File: config.mk
export PLATFORM = sky130hd
export DESIGN_NAME = dac_wave_seq
export DESIGN_NICKNAME = d
export VERILOG_FILES = /design/src/rtl/dac_wave_seq.sv
export SDC_FILE = /design/constraint.sdc
export NUM_CORES = 1
export LEC_CHECK = 0
export CAP_MARGIN = 10
export CORE_MARGIN = 3
export CORE_UTILIZATION = 50
export CTS_BUF_LIST = sky130_fd_sc_hd__clkbuf_16
export DETAILED_ROUTE_END_ITERATION = 8
export PLACE_DENSITY = 0.81
export SLEW_MARGIN = 5
export SYNTH_ARGS = -nofsm -noshare
export SYNTH_HDL_FRONTEND = slang
export SYNTH_SLANG_ARGS = --single-unit
File: constraint.sdc
create_clock -name CLK50MHZ -period 2.7 [get_ports CLK50MHZ]
set_clock_uncertainty 0.05 [all_clocks]
set_input_delay 0.81 -clock CLK50MHZ [delete_from_list [all_inputs] [get_ports CLK50MHZ]]
set_output_delay 0.81 -clock CLK50MHZ [all_outputs]
set_load 0.005 [all_outputs]
File: src/rtl/dac_wave_seq.sv
// dac_wave_seq: autonomous sawtooth / triangle sample sequencer that feeds the
// DAC SPI serializer through the data/address/command + dactrig/dacdone
// handshake. It raises a sticky overrun flag when samples are requested faster
// than the serializer can take them.
// The triangle path (dir register, mode input) is built only when the macro
// DAC_WAVE_SEQ_TRIANGLE_EN is defined. Otherwise the block is sawtooth only.

module dac_wave_seq #(
    parameter int         PERIOD_W         = 16,
    parameter logic [3:0] CMD_WRITE_UPDATE = 4'b0011
) (
    input  logic                CLK50MHZ,
    input  logic                RST,
    input  logic                en,
    input  logic                mode,
    input  logic [3:0]          chan,
    input  logic [11:0]         step,
    input  logic [PERIOD_W-1:0] period,
    output logic [11:0]         data,
    output logic [3:0]          address,
    output logic [3:0]          command,
    output logic                dactrig,
    input  logic                dacdone,
    output logic                busy,
    output logic                overrun,
    input  logic                clr_ovr
);

    typedef enum logic [1:0] {
        ST_IDLE = 2'b00,
        ST_TRIG = 2'b01,
        ST_WAIT = 2'b10
    } state_t;

    state_t                state_r;
    state_t                state_s;
    logic                  en_d_r;
    logic [PERIOD_W-1:0]   cnt_r;
    logic                  en_rise_s;
    logic                  tick_s;
    logic                  pend_r;
    logic                  pend_s;
    logic                  ovr_r;
    logic                  ovr_s;
    logic [11:0]           data_r;
    logic [11:0]           adv_data_s;
    logic [12:0]           sum_s;
    logic [3:0]            addr_r;
    logic [3:0]            cmd_r;
    logic                  dactrig_r;
    logic                  busy_r;
    logic                  enter_trig_s;
    logic                  adv_s;

`ifdef DAC_WAVE_SEQ_TRIANGLE_EN
    logic                  dir_r;
    logic                  adv_dir_s;
    logic                  mode_r;
    logic                  eff_dir_s;
`else
    // mode has no function in the sawtooth-only build.
    logic                  mode_unused_s;
    assign mode_unused_s = mode;
`endif

    // Tick detection: a tick needs a settled enable and an expired counter.
    always_comb begin
        en_rise_s = en & ~en_d_r;
        tick_s    = en & ~en_rise_s & (cnt_r == {PERIOD_W{1'b0}});
    end

    // Sample-interval down-counter: reload on tick or enable rise, hold when disabled.
    always_ff @(posedge CLK50MHZ or posedge RST) begin
        if (RST) begin
            en_d_r <= 1'b0;
            cnt_r  <= {PERIOD_W{1'b0}};
        end else begin
            en_d_r <= en;
            if (en_rise_s || tick_s) begin
                cnt_r <= period;
            end else if (en) begin
                cnt_r <= cnt_r - {{(PERIOD_W-1){1'b0}}, 1'b1};
            end else begin
                cnt_r <= cnt_r;
            end
        end
    end

    // Next-state logic for the IDLE -> TRIG -> WAIT handshake sequencer.
    always_comb begin
        state_s = state_r;
        case (state_r)
            ST_IDLE: begin
                if (tick_s || pend_r) begin
                    state_s = ST_TRIG;
                end else begin
                    state_s = ST_IDLE;
                end
            end
            ST_TRIG: begin
                state_s = ST_WAIT;
            end
            ST_WAIT: begin
                if (dacdone) begin
                    if (pend_r && en) begin
                        state_s = ST_TRIG;
                    end else begin
                        state_s = ST_IDLE;
                    end
                end else begin
                    state_s = ST_WAIT;
                end
            end
            default: begin
                state_s = ST_IDLE;
            end
        endcase
        enter_trig_s = (state_s == ST_TRIG) && (state_r != ST_TRIG);
        adv_s        = (state_r == ST_WAIT) && dacdone;
    end

    // Pending-tick bit and sticky overrun flag.
    always_comb begin
        pend_s = pend_r;
        ovr_s  = ovr_r;
        if (enter_trig_s) begin
            pend_s = 1'b0;
        end else if (adv_s && !en) begin
            pend_s = 1'b0;
        end else if (tick_s) begin
            pend_s = 1'b1;
        end else begin
            pend_s = pend_r;
        end
        if (clr_ovr) begin
            ovr_s = 1'b0;
        end else if (tick_s && pend_r) begin
            ovr_s = 1'b1;
        end else begin
            ovr_s = ovr_r;
        end
    end

    // Next sample value: wrapping add for sawtooth, saturating bounce for triangle.
    always_comb begin
        sum_s      = {1'b0, data_r} + {1'b0, step};
        adv_data_s = sum_s[11:0];
`ifdef DAC_WAVE_SEQ_TRIANGLE_EN
        adv_dir_s  = dir_r;
        // Entering triangle mode always starts on an upward ramp.
        eff_dir_s  = (mode && !mode_r) ? 1'b1 : dir_r;
        if (mode) begin
            if (eff_dir_s) begin
                if (sum_s > 13'd4095) begin
                    adv_data_s = 12'd4095;
                    adv_dir_s  = 1'b0;
                end else begin
                    adv_data_s = sum_s[11:0];
                    adv_dir_s  = 1'b1;
                end
            end else begin
                if (step > data_r) begin
                    adv_data_s = 12'd0;
                    adv_dir_s  = 1'b1;
                end else begin
                    adv_data_s = data_r - step;
                    adv_dir_s  = 1'b0;
                end
            end
        end else begin
            adv_data_s = sum_s[11:0];
            adv_dir_s  = dir_r;
        end
`endif
    end

    // State, handshake outputs and sample registers.
    always_ff @(posedge CLK50MHZ or posedge RST) begin
        if (RST) begin
            state_r   <= ST_IDLE;
            pend_r    <= 1'b0;
            ovr_r     <= 1'b0;
            data_r    <= 12'd0;
            addr_r    <= 4'd0;
            cmd_r     <= CMD_WRITE_UPDATE;
            dactrig_r <= 1'b0;
            busy_r    <= 1'b0;
`ifdef DAC_WAVE_SEQ_TRIANGLE_EN
            dir_r     <= 1'b1;
            mode_r    <= 1'b0;
`endif
        end else begin
            state_r   <= state_s;
            pend_r    <= pend_s;
            ovr_r     <= ovr_s;
            cmd_r     <= CMD_WRITE_UPDATE;
            dactrig_r <= (state_s == ST_TRIG);
            busy_r    <= (state_s != ST_IDLE);
            if (enter_trig_s) begin
                addr_r <= chan;
            end else begin
                addr_r <= addr_r;
            end
            if (adv_s) begin
                data_r <= adv_data_s;
`ifdef DAC_WAVE_SEQ_TRIANGLE_EN
                dir_r  <= adv_dir_s;
                mode_r <= mode;
`endif
            end else begin
                data_r <= data_r;
            end
        end
    end

    assign data    = data_r;
    assign address = addr_r;
    assign command = cmd_r;
    assign dactrig = dactrig_r;
    assign busy    = busy_r;
    assign overrun = ovr_r;

endmodule

Yosys cells after proc, flatten, opt, wreduce, memory -nomap -nowiden
Index checks and enable logic that the tools add are counted.
W data, S select, Z words.

storage, ports and cells
  register bits = 39
  input port bits = 38
  output and inout port bits = 23
  word-level logic and storage cells = 45

operators by class
  $add $sub $neg = 2
  equality and inequality tests = 4
  multiplexer cells = 11
  bitwise logic cells = 5
  reductions and logical operators = 14

operator list
  operator                 count
  $mux W16                 2
  $logic_not A16 Y1        1
  $sub A16 B1 Y16 const B  1
  $add A12 B12 Y12         1
  $mux W1                  7
  $pmux W2 S3              1
  $reduce_bool A2 Y1       3
  $logic_and A1 B1 Y1      5
  $eq A2 B1 Y1 const B     2
  $and A1 B1 Y1            3
  $reduce_bool A3 Y1       1
  $eq A2 B2 Y1 const B     1
  $logic_not A2 Y1         1
  $logic_or A1 B1 Y1       2
  $mux W2                  1
  $ne A2 B1 Y1 const B     1
  $not A1 Y1               2
  $logic_not A1 Y1         1

Depth between registers and ports, before layout
Gate-level depths: netlist (run 1).

  depth in word-level cells = 11
  gate-level depth with buffers = 8
  gate-level depth less buffers = 8

Worst setup path after synthesis (run 1)
No wires, ideal clock.

  path kind = input -> register
  from = in step[8]
  to = reg data_r[11] (netlist: data[11])
  setup time = 136 ps
  data arrival time = 2446 ps
  required time = 2514 ps
  setup slack = 68 ps
  stages = 6
  path buffers = 0
  cells stage by stage = ha_1 a211oi_1 or3b_2 nand2_1 a211oi_1 or3b_2

on the way
  cells in the longest elaborated chain, start to end = 1

ends and longest elaborated chain
  item                    line  text
  start: declaration      17    input logic [11:0] step,
  $add A12 B12 Y12        146   sum_s = {1'b0, data_r} + {1'b0, step};
  end signal: assignment  205   data_r <= adv_data_s;
  end signal: assignment  211   data_r <= data_r;
  end: declaration        45    logic [11:0] data_r;

Every way passes these cells.
A chain may end at the register's enable or synchronous reset.

Worst setup path after layout (run 1)
  from = in step[0]
  to = reg data_r[10] (netlist: data[10])

The elaborated chain is that of the path after synthesis.

==> run_results.csv, run 1 <==
group,metric,value,unit
cells_and_area,area_delta_synth_final,41.02,%
clock_network,htree_levels,2,
cells_and_area,design_area_final,3682,um^2
timing,finalWorstPathRequiredPeriod,2633,ps
route,drt_pass1_iterations,4,
critical_path,cp-end-kind,"register",
die,pin_count,61,
timing,finalHoldViolations,0,
clock_network,clockRootBuffer,"clkbuf_16",
timing,setup_total_negative_slack,0,ps
power,p_clk_frac,0.312,
clock_network,cts-buffers-inserted,5,
timing,tightest_slew,506.5,ps
route,drt-vias-per-instance,5.675,
critical_path,crit_required,2830,ps
global_routing,grt_first_pass_wirelength,11.39,mm
clock_network,clkLatencyLatePin,290,ps
route,route.vias.total,2480,
power,cellPowerDensity,594.7,nW/um^2
global_routing,antenna_found_initial,0,
power,ir_worst_vdd,0.0004828,V
yosys,synthFlopType,"dfrtp_1",
global_routing,total_congestion_overflow_after_global_routing,0,
yosys,synth_sequential_area_ratio,0.3737,
clock_network,cts-hold-fix-buffers,0,
die,die_width,78.27,um
place,io_buffer_count,55,
die,initial_cell_density_of_the_core,0.5351,
cells_and_area,antenna_cells_inserted,0,
global_routing,grtUsageMet2,0.4067,
yosys,syn-cell-area,2611,um^2
place,placement.cell_area,3418,um^2
timing,maxClockFrequency,379.8,MHz
run_status,run_status,"complete, no violations",
power,finalPower,2.190,mW
critical_path,critical_path.startpoint_type,"primary input",
cells_and_area,fin_nets,421,
clock_network,clockBufferDepth,2,
route,detail-route-antenna-nets,0,
die,core_region_area,4880,um^2
clock_network,tritoncts_num_sinks,39,
critical_path,worstPathCellList,"clkdlybuf4s50_1 > ha_2 > inv_1 > fa_2 > nor2b_4 > o2111ai_4 > a21oi_2 > nor3_1 > o31ai_1",
global_routing,grt.busiest_layer,"met2",
die,fp.dieH,78.27,um
yosys,async_flop_share,1.000,
yosys,synth_top_cell_area_share,0.3737,
job,maxCapViolCount,0,
timing,fin_worst_hold_slack,450.9,ps
critical_path,max_stage_delay,480,ps
global_routing,grt_start_max_net_pins,40,
place,gp_congestion,0.8588,
route,wirelength,6.868,mm
yosys,synth.ff_latch_count,39,
global_routing,gr-usage-met3,0.04014,
clock_network,cts_tree,"done",
power,sw_frac_of_total,0.3169,
global_routing,grt_util_met1,0.2828,
timing,setup_viol_count_final,0,
power,combPwrFrac,0.338,
yosys,post_synth_main_area_contributors,"dfrtp_1, ha_1, nand2_1, mux2i_1, o21ai_0",
route,remaining_drc_errors,0,
place,hpwlAfterDp,4.843,mm
yosys,synth_enable_flop_cells,0,
timing,setup_repair_after_global_routing_missed_its_margin,"false",
clock_network,clkSlewWorstSetupHoldPaths,60,ps
yosys,synth_cell_type_count,62,
timing,relSlewSlack,0.6623,
die,design.die.area,6125,um^2
die,fp-row-count,25,
timing,maxSlewViolCount,0,
power,power.internal,1.496,mW
cells_and_area,layout.core_utilization,0.7546,
hold_path,hold_class,"reg2reg",
critical_path,timing.setup.critical_path_class,"in2reg",
critical_path,path_max_fanout,3,
yosys,synth_cells,283,
power,seq_power_share,0.350,
critical_path,arrival,2770,ps
critical_path,worst_path_slowest_cell,"clkdlybuf4s50_1",
cells_and_area,final_layout_size_suffix_gt1_frac,0.2054,
global_routing,grtUsageTotal,0.2302,
route,drt-wirelength-per-cell,15.72,um
route,drt-initial-drc-count,166,
yosys,synth_top_cell_by_area,"dfrtp_1",
power,p_switching,0.6939,mW
yosys,syn_area_per_cell,9.227,um^2
yosys,yosysWarningCount,0,
power,static-leakage-power,1.651,nW
global_routing,via_count_of_the_first_global_routing_pass,2536,
timing,final_min_period_over_clock_period,0.9753,
==> power by group through the flow <==
stage | clock, mW | sequential [mW] | combinational [mW]
global placement | 0 | 0.767 | 0.645
finish | 0.684 | 0.767 | 0.739
CTS | 0.693 | 0.765 | 0.702
global route | 0.723 | 0.780 | 0.809
floorplan | 0 | 0.755 | 0.387
detailed placement | 0 | 0.772 | 0.671
==> path summary, 6_finish.rpt <==
kind,cells past startpoint,endpoint,startpoint,slack [ps]
max,9,data[10],step[0],70
min,1,cnt_r[15],cnt_r[15],450
min reg2reg,1,cnt_r[15],cnt_r[15],450
min in group asynchronous,3,address[0],RST,900
max in group asynchronous,3,cnt_r[6],RST,1350
max reg2reg,5,cnt_r[15],cnt_r[8],360
==> critical path, delay by kind of cell <==
kind                     cells  cell delay, ps
adder cells (fa/ha/maj)      2             570
buffers and inverters        2             540
AND/OR/NAND/NOR              2             230
AO/OA/AOI/OAI                3             620
==> stage by stage <==
step,setup WS (ps),cells
4_1_cts,8.133,436
3_3_place_gp,-363.3,427
3_5_place_dp,-404.9,427
6_report,66.82,437
5_1_grt,6.888,437
2_1_floorplan,67.73,285
==> kinds of logic after synthesis <==
kind of cell,share of synthesized area
AND/OR/NAND/NOR,0.2127
buffers and inverters,0.06181
multiplexers,0.05175
AO/OA/AOI/OAI,0.2104
flip-flops,0.3737
XOR/XNOR,0.01677
other,0.002876
adder cells (fa/ha/maj),0.06996
==> synth_stat cells (3+ instances only) <==
cell type	count
buf_4	4
mux2_2	4
a2bb2oi_1	4
ha_1	13
o21a_1	3
a211oi_1	4
nor3_1	3
nand3_1	10
buf_2	3
mux2i_1	9
o31ai_1	4
or2_2	3
o211ai_1	6
clkbuf_1	5
nand4b_1	4
nand3b_1	3
nand2_1	32
a21oi_1	12
a21oi_2	4
or4_1	3
xor2_1	3
dfrtp_1	39
inv_1	19
nor4_1	3
nor2_1	14
o21ai_0	18
a22oi_1	6
==> cell type report <==
type | instances | area, um^2
flip-flops and latches | 39 | 975.9
clock buffers | 5 | 125.1
clock inverters | 3 | 46.29
well taps | 67 | 83.83
multi-input cells | 213 | 1556
fillers | 358 | 1197
inverters | 19 | 71.32
repair buffers | 91 | 823.3
==> routing by layer <==
metal | routed length [um] | vias up
li1 | - | 1206
met1 | 2837 | 1197
met2 | 3598 | 65
met5 | 0 | -
met4 | 121 | 0
met3 | 311 | 12
==> repair_timing <==
action | 4_1_cts | 5_1_grt
buffers inserted | 1 | 1
endpoints found under the setup margin | 2 | 5
cloned | 0 | 0
resized for setup | 7 | 11
pin swaps | 4 | 3
==> state kept, by name, indices dropped and copies added (netlist names) <==
signal / flops
cnt_r: 16
state_r: 2
dactrig: 1
overrun: 1
address: 4
data: 12
en_d_r: 1
busy: 1
pend_r: 1
==> cells in the final DEF (no fill, tap or decap), types with 9 or more instances in the layout <==
| cell type | netlist | routed |
|---|---|---|
| ha_1 | 13 | 11 |
| a21oi_1 | 12 | 9 |
| nor2_1 | 14 | 14 |
| mux2i_1 | 9 | 9 |
| o21ai_0 | 18 | 17 |
| inv_1 | 19 | 19 |
| nand2_1 | 32 | 31 |
| clkdlybuf4s50_1 | 0 | 54 |
| nand3_1 | 10 | 10 |
| dfrtp_1 | 39 | 39 |
| buf_4 | 4 | 36 |
Note: power is estimated with default switching activity, not from simulation.
==> run 2, diff against run 1 <==
--- a/config.mk
+++ b/config.mk
@@ -10,8 +10,10 @@
 export CORE_UTILIZATION = 50
 export CTS_BUF_LIST = sky130_fd_sc_hd__clkbuf_16
 export DETAILED_ROUTE_END_ITERATION = 8
+export HOLD_SLACK_MARGIN = 0.15
 export PLACE_DENSITY = 0.81
 export SLEW_MARGIN = 5
 export SYNTH_ARGS = -nofsm -noshare
 export SYNTH_HDL_FRONTEND = slang
 export SYNTH_SLANG_ARGS = --single-unit
+export TNS_END_PERCENT = 10
==> results of run 2 <==
No change in the layout: final DEF, timing and power equal those of run 1.
==> run 3, diff against run 2 <==
--- a/config.mk
+++ b/config.mk
@@ -5,11 +5,13 @@
 export SDC_FILE = /design/constraint.sdc
 export NUM_CORES = 1
 export LEC_CHECK = 0
+export ABC_AREA = 0
 export CAP_MARGIN = 10
 export CORE_MARGIN = 3
 export CORE_UTILIZATION = 50
 export CTS_BUF_LIST = sky130_fd_sc_hd__clkbuf_16
 export DETAILED_ROUTE_END_ITERATION = 8
+export GPL_TIMING_DRIVEN = 1
 export HOLD_SLACK_MARGIN = 0.15
 export PLACE_DENSITY = 0.81
 export SLEW_MARGIN = 5
==> results of run 3 <==
No change in the layout: final DEF, timing and power equal those of run 1.
==> variant, RTL diff (flow settings as in run 3) <==
The option `DAC_WAVE_SEQ_TRIANGLE_EN` is turned on by a define.
--- a/src/rtl/dac_wave_seq.sv
+++ b/src/rtl/dac_wave_seq.sv
@@ -4,6 +4,8 @@
 // than the serializer can take them.
 // The triangle path (dir register, mode input) is built only when the macro
 // DAC_WAVE_SEQ_TRIANGLE_EN is defined. Otherwise the block is sawtooth only.
+
+`define DAC_WAVE_SEQ_TRIANGLE_EN
 
 module dac_wave_seq #(
     parameter int         PERIOD_W         = 16,
Formal check against the unedited RTL: not equivalent (a bounded check fails within 10 cycles, from zero or initial values and one cycle with RST high).
==> variant against run 3 <==
The run now ends with setup timing left; area after synthesis is 30% higher; sequential cell count is 2 higher; wire length is 67% higher; worst setup slack worse by 0.18 ns; utilization is 3.0 points higher; die area is 28% higher; design area is 38% higher; power is 21% lower; highest routed layer unchanged.
==> variant: results (changes against run 3) <==
Global routing
  • Number of global-route vias before repair: 3668 (was 2536)
  • Met1 usage: 37.6% (was 28.3%)
  • GR Layer Usage met3: 3.82% (was 4.01%)
  • Total global-route track usage: 27.9% (was 23.0%)
  • Met2 GRT Util: 46.7% (was 40.7%)

Critical path
  • R2R Path Start: data[0]$_DFFE_PP0P_ (was cnt_r[8]$_DFFE_PP0P_)
  • Worst setup path end: data[6]$_DFFE_PP0P_ (was data[10]$_DFFE_PP0P_)
  • Crit path max fanout: 6 (was 3)
  • Critical R2R Capture: data[6]$_DFFE_PP0P_ (was cnt_r[15]$_DFFE_PP0P_)
  • Family with the most delay on the worst path: buffers and inverters (was compound AO/OA/AOI/OAI gates)
  • R2R Setup Slk: 0.05 ns (was 0.36 ns)
  • Critical Path Start: step[5] (was step[0])
  • CP max stage cell: o21bai_1 (was clkdlybuf4s50_1)

Layout
  • Share of cells above drive strength 1: 28.5% (was 20.5%)

Routing
  • Met1 Routed Length: 4.70 mm (was 2.84 mm)
  • DRC marker count from the first detailed-route iteration: 398 (was 166)
  • WL met3: 832 µm (was 311 µm)
  • Total wire length: 11.5 mm (was 6.87 mm)

Hold path
  • Hold Path End: cnt_r[5]$_DFFE_PP0P_ (was cnt_r[15]$_DFFE_PP0P_)
  • Hold Crit Depth: 2 (was 1)
  • Hold wc startpoint: cnt_r[5]$_DFFE_PP0P_ (was cnt_r[15]$_DFFE_PP0P_)

Power
  • Leakage power: 2.24 nW (was 1.65 nW)
  • Comb power: 0.414 mW (was 0.739 mW)
  • Switching Share: 30.0% (was 31.7%)
  • Seq. pwr: 0.720 mW (was 0.767 mW)
  • Power, Total: 1.73 mW (was 2.19 mW)

Logic synthesis
  • Area share of xor/xnor cells in the synthesized design: 3.60% (was 1.68%)
  • Adder-cell area share of the yosys netlist: 10.4% (was 7.00%)
  • Dominant cells by area after synthesis: dfrtp_1, ha_1, nor2_1, a21oi_1, o21ai_0 (was dfrtp_1, ha_1, nand2_1, mux2i_1, o21ai_0)
  • Post-synthesis mux area share: 2.68% (was 5.17%)
  • Yosys cell types: 64 (was 62)
  • Register area share after synthesis: 30.2% (was 37.4%)

Placed design
  • DP Wirelength: 7.52 mm (was 4.84 mm)
  • GP Congestion: 0.917 (was 0.859)
  • Dpl ws: -0.796 ns (was -0.405 ns)

Timing
  • Setup Viol. Count Final: 8 (was 0)
  • Slack of the critical path: -0.112 ns (was 0.0668 ns)
  • Hold WS: 0.455 ns (was 0.451 ns)
  • Tcrit/Tclk final: 104% (was 97.5%)

Outcome
  • Outcome: complete, but fails checks (was complete, no violations)
  • Failing checks: setup timing
## variant: cell count changes after synthesis, sizes merged, moves of 7 or more
cell	before	now
nor2	14	50
a21oi	16	36
o21ai	21	38
nor3	4	18
nand2	32	45
ha	13	25
xnor2	2	11
inv	19	27
mux2i	9	2
o22ai	0	7
## variant: area by class of cell
type / instances / area (µm²) / share of cell area [%]
Clock inverter: 3 / 17.5 / 0.346
Inverter: 27 / 101 / 2.00
Multi-Input combinational cell: 340 / 2500 / 49.3
Timing Repair Buffer: 138 / 1200 / 23.7
Tap cell: 77 / 96.3 / 1.90
Clock buffer: 5 / 125 / 2.47
Sequential cell: 41 / 1030 / 20.3
## variant: metrics by stage
stage | area [µm²] | instances
floorplan | 3450 | 433
global placement | 4570 | 619
detailed placement | 4570 | 619
CTS | 4910 | 631
global route | 5070 | 631
finish | 5070 | 631
## variant: what timing repair did
item | 4_1_cts | 5_1_grt
gates resized for setup | 52 | 34
buffers inserted | 4 | 0
pin swaps | 19 | 17
endpoints found under the setup margin | 13 | 13
